`src/rtl/ext_drift_ctrl_if.sv`:
```
// Configuration handshake and status bundle between a drift-time requester
// and ext_drift_ctrl.
interface ext_drift_ctrl_if #(
    parameter int DT_W  = 3,
    parameter int CNT_W = 8
);
    logic             cfg_valid;
    logic [DT_W-1:0]  cfg_dt;
    logic             cfg_ready;
    logic             cfg_abort;
    logic [DT_W-1:0]  drifttime;
    logic             ext_mask;
    logic             busy;
    logic             upd_done;
    logic [CNT_W-1:0] upd_cnt;

    modport slave (
        input  cfg_valid, cfg_dt, cfg_abort,
        output cfg_ready, drifttime, ext_mask, busy, upd_done, upd_cnt
    );

    modport master (
        output cfg_valid, cfg_dt, cfg_abort,
        input  cfg_ready, drifttime, ext_mask, busy, upd_done, upd_cnt
    );
endinterface

```
`src/rtl/ext_drift_ctrl.sv`:
```
// Drift-time update controller: masks the hit extenders, drains in-flight
// extended hits for old drifttime+1 cycles, then commits the new value.
module ext_drift_ctrl #(
    parameter int DT_W   = 3,
    parameter int DT_RST = 3,
    parameter int CNT_W  = 8
) (
    input  logic             clk,
    input  logic             rst_n,
    ext_drift_ctrl_if.slave  bus
);
    typedef enum logic [1:0] {IDLE, DRAIN, COMMIT} state_t;

    state_t           state_q, state_d;
    logic [DT_W-1:0]  dt_q, dt_d;
    logic [DT_W-1:0]  pend_q, pend_d;
    logic [DT_W:0]    drain_q, drain_d;
    logic             mask_q, mask_d;
    logic             done_q, done_d;
    logic [CNT_W-1:0] cnt_q, cnt_d;

    always_ff @(posedge clk or negedge rst_n) begin
        if (!rst_n) begin
            state_q <= IDLE;
            dt_q    <= DT_W'(DT_RST);
            pend_q  <= '0;
            drain_q <= '0;
            mask_q  <= 1'b0;
            done_q  <= 1'b0;
            cnt_q   <= '0;
        end else begin
            state_q <= state_d;
            dt_q    <= dt_d;
            pend_q  <= pend_d;
            drain_q <= drain_d;
            mask_q  <= mask_d;
            done_q  <= done_d;
            cnt_q   <= cnt_d;
        end
    end

    always_comb begin
        state_d = state_q;
        dt_d    = dt_q;
        pend_d  = pend_q;
        drain_d = drain_q;
        mask_d  = mask_q;
        done_d  = 1'b0;
        cnt_d   = cnt_q;
        case (state_q)
            IDLE: begin
                if (bus.cfg_valid) begin
                    pend_d = bus.cfg_dt;
                    if (bus.cfg_dt == dt_q) begin
                        done_d = 1'b1;
                    end else begin
                        state_d = DRAIN;
                        mask_d  = 1'b1;
                        // Extra bit keeps drifttime+1 from wrapping at the max value.
                        drain_d = {1'b0, dt_q} + (DT_W+1)'(1);
                    end
                end
            end
            DRAIN: begin
                if (bus.cfg_abort) begin
                    state_d = IDLE;
                    mask_d  = 1'b0;
                end else begin
                    drain_d = drain_q - (DT_W+1)'(1);
                    if (drain_q == (DT_W+1)'(1))
                        state_d = COMMIT;
                end
            end
            COMMIT: begin
                dt_d    = pend_q;
                mask_d  = 1'b0;
                done_d  = 1'b1;
                state_d = IDLE;
                if (cnt_q != '1)
                    cnt_d = cnt_q + CNT_W'(1);
            end
            default: state_d = IDLE;
        endcase
    end

    assign bus.cfg_ready = (state_q == IDLE);
    assign bus.busy      = (state_q != IDLE);
    assign bus.drifttime = dt_q;
    assign bus.ext_mask  = mask_q;
    assign bus.upd_done  = done_q;
    assign bus.upd_cnt   = cnt_q;
endmodule

```
`src/flat_wrapper.sv`:
```
// flat-port wrapper written by rule: the top's interface ports become plain ports
module ext_drift_ctrl_flat 
#(
    parameter int DT_W   = 3,
    parameter int DT_RST = 3,
    parameter int CNT_W  = 8
)
  (clk, rst_n, bus_cfg_valid, bus_cfg_dt, bus_cfg_abort, bus_cfg_ready, bus_drifttime, bus_ext_mask, bus_busy, bus_upd_done, bus_upd_cnt);
  ext_drift_ctrl_if #(.DT_W(DT_W), .CNT_W(CNT_W)) bus_i ();
  input  logic clk;
  input  logic rst_n;
  input wire logic [$bits(bus_i.cfg_valid)-1:0] bus_cfg_valid;
  input wire logic [$bits(bus_i.cfg_dt)-1:0] bus_cfg_dt;
  input wire logic [$bits(bus_i.cfg_abort)-1:0] bus_cfg_abort;
  output wire logic [$bits(bus_i.cfg_ready)-1:0] bus_cfg_ready;
  output wire logic [$bits(bus_i.drifttime)-1:0] bus_drifttime;
  output wire logic [$bits(bus_i.ext_mask)-1:0] bus_ext_mask;
  output wire logic [$bits(bus_i.busy)-1:0] bus_busy;
  output wire logic [$bits(bus_i.upd_done)-1:0] bus_upd_done;
  output wire logic [$bits(bus_i.upd_cnt)-1:0] bus_upd_cnt;
  assign bus_i.cfg_valid = bus_cfg_valid;
  assign bus_i.cfg_dt = bus_cfg_dt;
  assign bus_i.cfg_abort = bus_cfg_abort;
  assign bus_cfg_ready = bus_i.cfg_ready;
  assign bus_drifttime = bus_i.drifttime;
  assign bus_ext_mask = bus_i.ext_mask;
  assign bus_busy = bus_i.busy;
  assign bus_upd_done = bus_i.upd_done;
  assign bus_upd_cnt = bus_i.upd_cnt;
  ext_drift_ctrl #(.DT_W(DT_W), .DT_RST(DT_RST), .CNT_W(CNT_W)) u_core (.clk(clk), .rst_n(rst_n), .bus(bus_i));
endmodule
```
`config.mk`:
```
export PLATFORM = sky130hd
export DESIGN_NAME = ext_drift_ctrl_flat
export DESIGN_NICKNAME = d
export VERILOG_FILES = /design/src/rtl/ext_drift_ctrl_if.sv /design/src/rtl/ext_drift_ctrl.sv /design/src/flat_wrapper.sv
export SDC_FILE = /design/constraint.sdc
export NUM_CORES = 1
export LEC_CHECK = 0
export BUFFER_PORTS_ARGS = -buffer_cell sky130_fd_sc_hd__buf_2
export CAP_MARGIN = 30
export CORE_UTILIZATION = 48
export CTS_BUF_LIST = sky130_fd_sc_hd__clkbuf_16
export CTS_CLUSTER_DIAMETER = 60
export DETAILED_ROUTE_END_ITERATION = 6
export GPL_TIMING_DRIVEN = 0
export PLACE_DENSITY_LB_ADDON = 0.2
export SLEW_MARGIN = 20
export SYNTH_ARGS = -nofsm -noshare
export SYNTH_HDL_FRONTEND = slang
export SYNTH_SLANG_ARGS = --single-unit
```
`constraint.sdc`:
```
create_clock -name clk -period 2.65 [get_ports clk]
set_input_delay 0.1325 -clock clk [delete_from_list [all_inputs] [get_ports clk]]
set_output_delay 0.1325 -clock clk [all_outputs]
set_load 0.02 [all_outputs]
```
==> results summary <==
The DRC marker count from the first detailed-route iteration is 11. The required time at the worst-slack endpoint is 2790 ps. The hold path depth is 2. The switching power came out at 0.783 mW. The unique cell type count in the Yosys netlist is 37.

The overall routed net length is roughly 2.4 mm. The total DRC errors in the routed layout is 0. The number of standard cells in the final layout excluding fillers came out at ~160. The count of cells along the worst register-to-register path came out at 7. The maximum clock path buffer count is 2. The remaining antenna violation count is 0. CTS built an H-tree with a depth of 1. The share of final-layout standard cells stronger than drive strength 1 came out at a little under 30%. The count of input and output buffers is 21. The internal cell power is about 1.1 mW.

The summed instance area of the synthesized netlist came out at about 1200 um^2. The worst hold path begins at bus_cfg_dt[1]. In the synthesized netlist the dominant register cell turns out to be dfrtp_1. The final weighted congestion in routability-driven placement came out at approximately 0.75. The number of pins with negative max-slew slack in the final report came out at 0. The area growth from synthesis to layout is 19.0%. The number of instances resized during post-cts repair came out at 0. Of the total power, the share spent switching nets is between 40% and 50%. The slack of the critical path came out at about 660 ps. For this design the top-level I/O count stands at 22. The first global-routing pass estimated just over 4 mm of wire. The worst hold path terminates at u_core.pend_q[1]$_DFFE_PN0P_. The die is between 50 and 60 um tall. In this run, the combinational gates consume approximately half of the power. The startpoint of the worst register-to-register path is u_core.state_q[1]$_DFFE_PN0P_. Of the synthesized area, sequential elements account for between 40% and 50%. The instance area at placement came out at between 1000 and 1500 um^2. The kind of critical path is flop to flop. The worst setup path is launched from a flop. The achievable clock frequency came out at 503 MHz.

The class of the tightest hold or removal check is input pin to flop. The minimum setup slack after placement is between 600 and 700 ps. The overall global routing resource usage came out at between 20% and 30%.

The max-capacitance violation count is 0. The number of optimization iterations in the first detailed-route pass came out at 4. The gate count after technology mapping is about 110.

Summing all non-filler instances in the final layout gives an area of ~1400 um^2. In the post-synthesis netlist, the biggest area contributors are dfrtp_1 (41%), ha_1 (7.3%), mux2_2 (5.6%). The worst vdd rail ir drop is around 0.76 mV. The part of the total power dissipated in the clock network is 16.9%. The synthesized design spends more area on one cell type than any other, namely dfrtp_1. The post-detailed-placement half-perimeter wirelength is around 1.7 mm.

The die span in x is 52.1 um. Entering global routing, the biggest net connects 23 pins. The count of inserted antenna diode cells came out at 0.

The part of the power in registers came out at a little over a third. The initialized floorplan defines 17 standard-cell rows. The clock-pin slew on the worst setup and hold paths is 60 ps.

Setup repair after global routing left no endpoint under its margin. By instance count, the leading cell after synthesis is dfrtp_1. The hold-fix buffer count after cts came out at 1.

The headroom to the max-slew limit came out at 63.4%. The minimum period implied by the final worst setup slack is slightly below 2000 ps. The endpoint identified for the worst register-to-register timing path is u_core.drain_q[2]$_DFFE_PN0P_. The area taken by flip-flops and latches came out at between 500 and 600 um^2.

Clock tree synthesis selected as its root buffer the cell clkbuf_16. After synthesis the netlist holds a flip-flop and latch count of 22. The ratio of final minimum period to clock period is 75.0%. The number of vias in the routed layout is about 930. At the pin with the least slew margin, the transition time is 546 ps.

The number of flops mapped to enable cells by yosys came out at 0. The via count of the first global-routing pass came to between 800 and 900. The top fanout value on the critical path is 10. The flow ran to the end, and the final reports show no timing, DRC or antenna violations.

The reported leakage power is 0.697 nW. The core region area is 2300 um^2. The share of async-settable or async-resettable flops after synthesis came out at between 90% and 100%. After filler insertion, the fill cell instance count of the layout stands at 191. The total grt overflow is 0.

The buffers inserted during post-CTS setup optimization came out at 0. At the end of the flow, the number of nets in the layout was 150. The reg2reg setup slack came out at ~660 ps.

The overall die area is about 2700 um^2. The hold violation total from the final report came to 0. The maximum clock skew at final layout is 2.27 ps.

The starting utilization of the core area is roughly 53%. The number of CTS-inserted buffers came out at 3. The total number of yosys warnings came out at 0.

The initial antenna violation count came out at 0. The area share of the largest cell type after synthesis is 41.5%. Setup violations remaining at the end of the flow were counted as 0. The net count after synthesis came out at around 120. The number of cells in the design after placement came out at between 150 and 200. The average via count per standard cell came out at roughly 5.7. The later pin in the worst-skew pair is clocked with a latency of between 200 and 300 ps.

The element type at the critical path end is a flop. The area occupied by multi-input gates came out at about 620 um^2. Clock tree synthesis found a total of 22 sinks. STA puts the critical path data arrival time at around 2100 ps. Setup total negative slack on the finished layout was measured at 0 ps. Ranked by instance count, the synthesized netlist is headed by dfrtp_1 (20), nand2_1 (8), a21oi_1 (7), ha_1 (7). Summing internal, switching and leakage power gives about 1.9 mW. The final routed wire length divided by cell count is 14.5 um. The mean area per synthesized cell is roughly 11 um^2. The TritonCTS clock tree is built. The power per cell area is about 1300 nW/um^2.
registers in the layout, summed over array words and instances, names as in the netlist:
name and flops:
u_core.bus.drifttime 3, u_core.bus.ext_mask 1, u_core.bus.upd_cnt 8, u_core.bus.upd_done 1, u_core.drain_q 4, u_core.pend_q 3, u_core.state_q 2
critical path, cell delays in order, from the launching register on:
cell and delay (ps):
dfrtp_1 340, inv_1 80, ha_1 210, clkbuf_1 210, inv_1 150, a21oi_1 140, or3_4 440, a211o_1 300
power groups by stage:
stage          logic (mW)  clock network (mW)  registers (mW)
3_3_place_gp        0.869                   0           0.645
5_1_grt              1.01               0.337           0.682
3_5_place_dp        0.902                   0           0.654
2_1_floorplan       0.578                   0           0.728
6_report            0.905               0.316           0.652
4_1_cts             0.909               0.323           0.651
worst max path at each step:
stage / from / end / slack, ps / cells after the start
floorplan: u_core.state_q[0]$_DFFE_PN0P_ / u_core.drain_q[3]$_DFFE_PN0P_ / 680 / 7
global placement: u_core.state_q[1]$_DFFE_PN0P_ / u_core.drain_q[3]$_DFFE_PN0P_ / 730 / 7
detailed placement: u_core.state_q[1]$_DFFE_PN0P_ / u_core.drain_q[2]$_DFFE_PN0P_ / 690 / 7
CTS: u_core.state_q[1]$_DFFE_PN0P_ / u_core.drain_q[2]$_DFFE_PN0P_ / 680 / 7
global route: u_core.state_q[1]$_DFFE_PN0P_ / u_core.drain_q[2]$_DFFE_PN0P_ / 410 / 7
finish: u_core.state_q[1]$_DFFE_PN0P_ / u_core.drain_q[2]$_DFFE_PN0P_ / 660 / 7
cell families after synthesis:
logic type | Yosys count | share of synthesized area [%]
XOR/XNOR | 9 | 8.40
flip-flops | 22 | 45.9
AO/OA/AOI/OAI | 24 | 13.6
buffers and inverters | 9 | 2.90
multiplexers | 10 | 9.02
adder cells (fa/ha/maj) | 7 | 7.26
AND/OR/NAND/NOR | 28 | 13.0
final cells by class:
cell class	count	area share [%]
Buffer	3	0.872
Clock buffer	3	5.23
Clock inverter	1	0.262
Inverter	6	1.57
Multi-Input combinational cell	78	43.1
Sequential cell	22	38.5
Tap cell	28	2.44
Timing Repair Buffer	22	8.02
cells in the final DEF (no fill, tap or decap), types with 3 or more instances in the layout:
master     count
buf_2         22
dfrtp_1       20
xor2_1         3
ha_1           7
clkbuf_16      3
inv_1          6
a21oi_1        7
o21ai_1        3
nand4_1        3
nand3b_1       3
mux2i_1        3
xnor2_1        3
nor2_1         3
xor2_2         3
mux2_2         6
and3_1         3
nand2_1        8
per-stage QoR:
| step | utilization, % | hold WS (ps) |
|---|---|---|
| floorplan | - | -163 |
| global placement | 58.6 | 122 |
| detailed placement | 58.6 | 129 |
| CTS | 62.5 | 161 |
| global route | 62.5 | 163 |
| finish | 62.5 | 161 |
routing by layer:
metal	GRT usage (%)	wire, um	vias to the layer above
li1	-	-	446
met1	27.2	1110	459
met2	35.9	1150	19
met3	4.39	85	5
met4	5.26	23	0
met5	0	0	-
(Power assumes the default switching activity.)
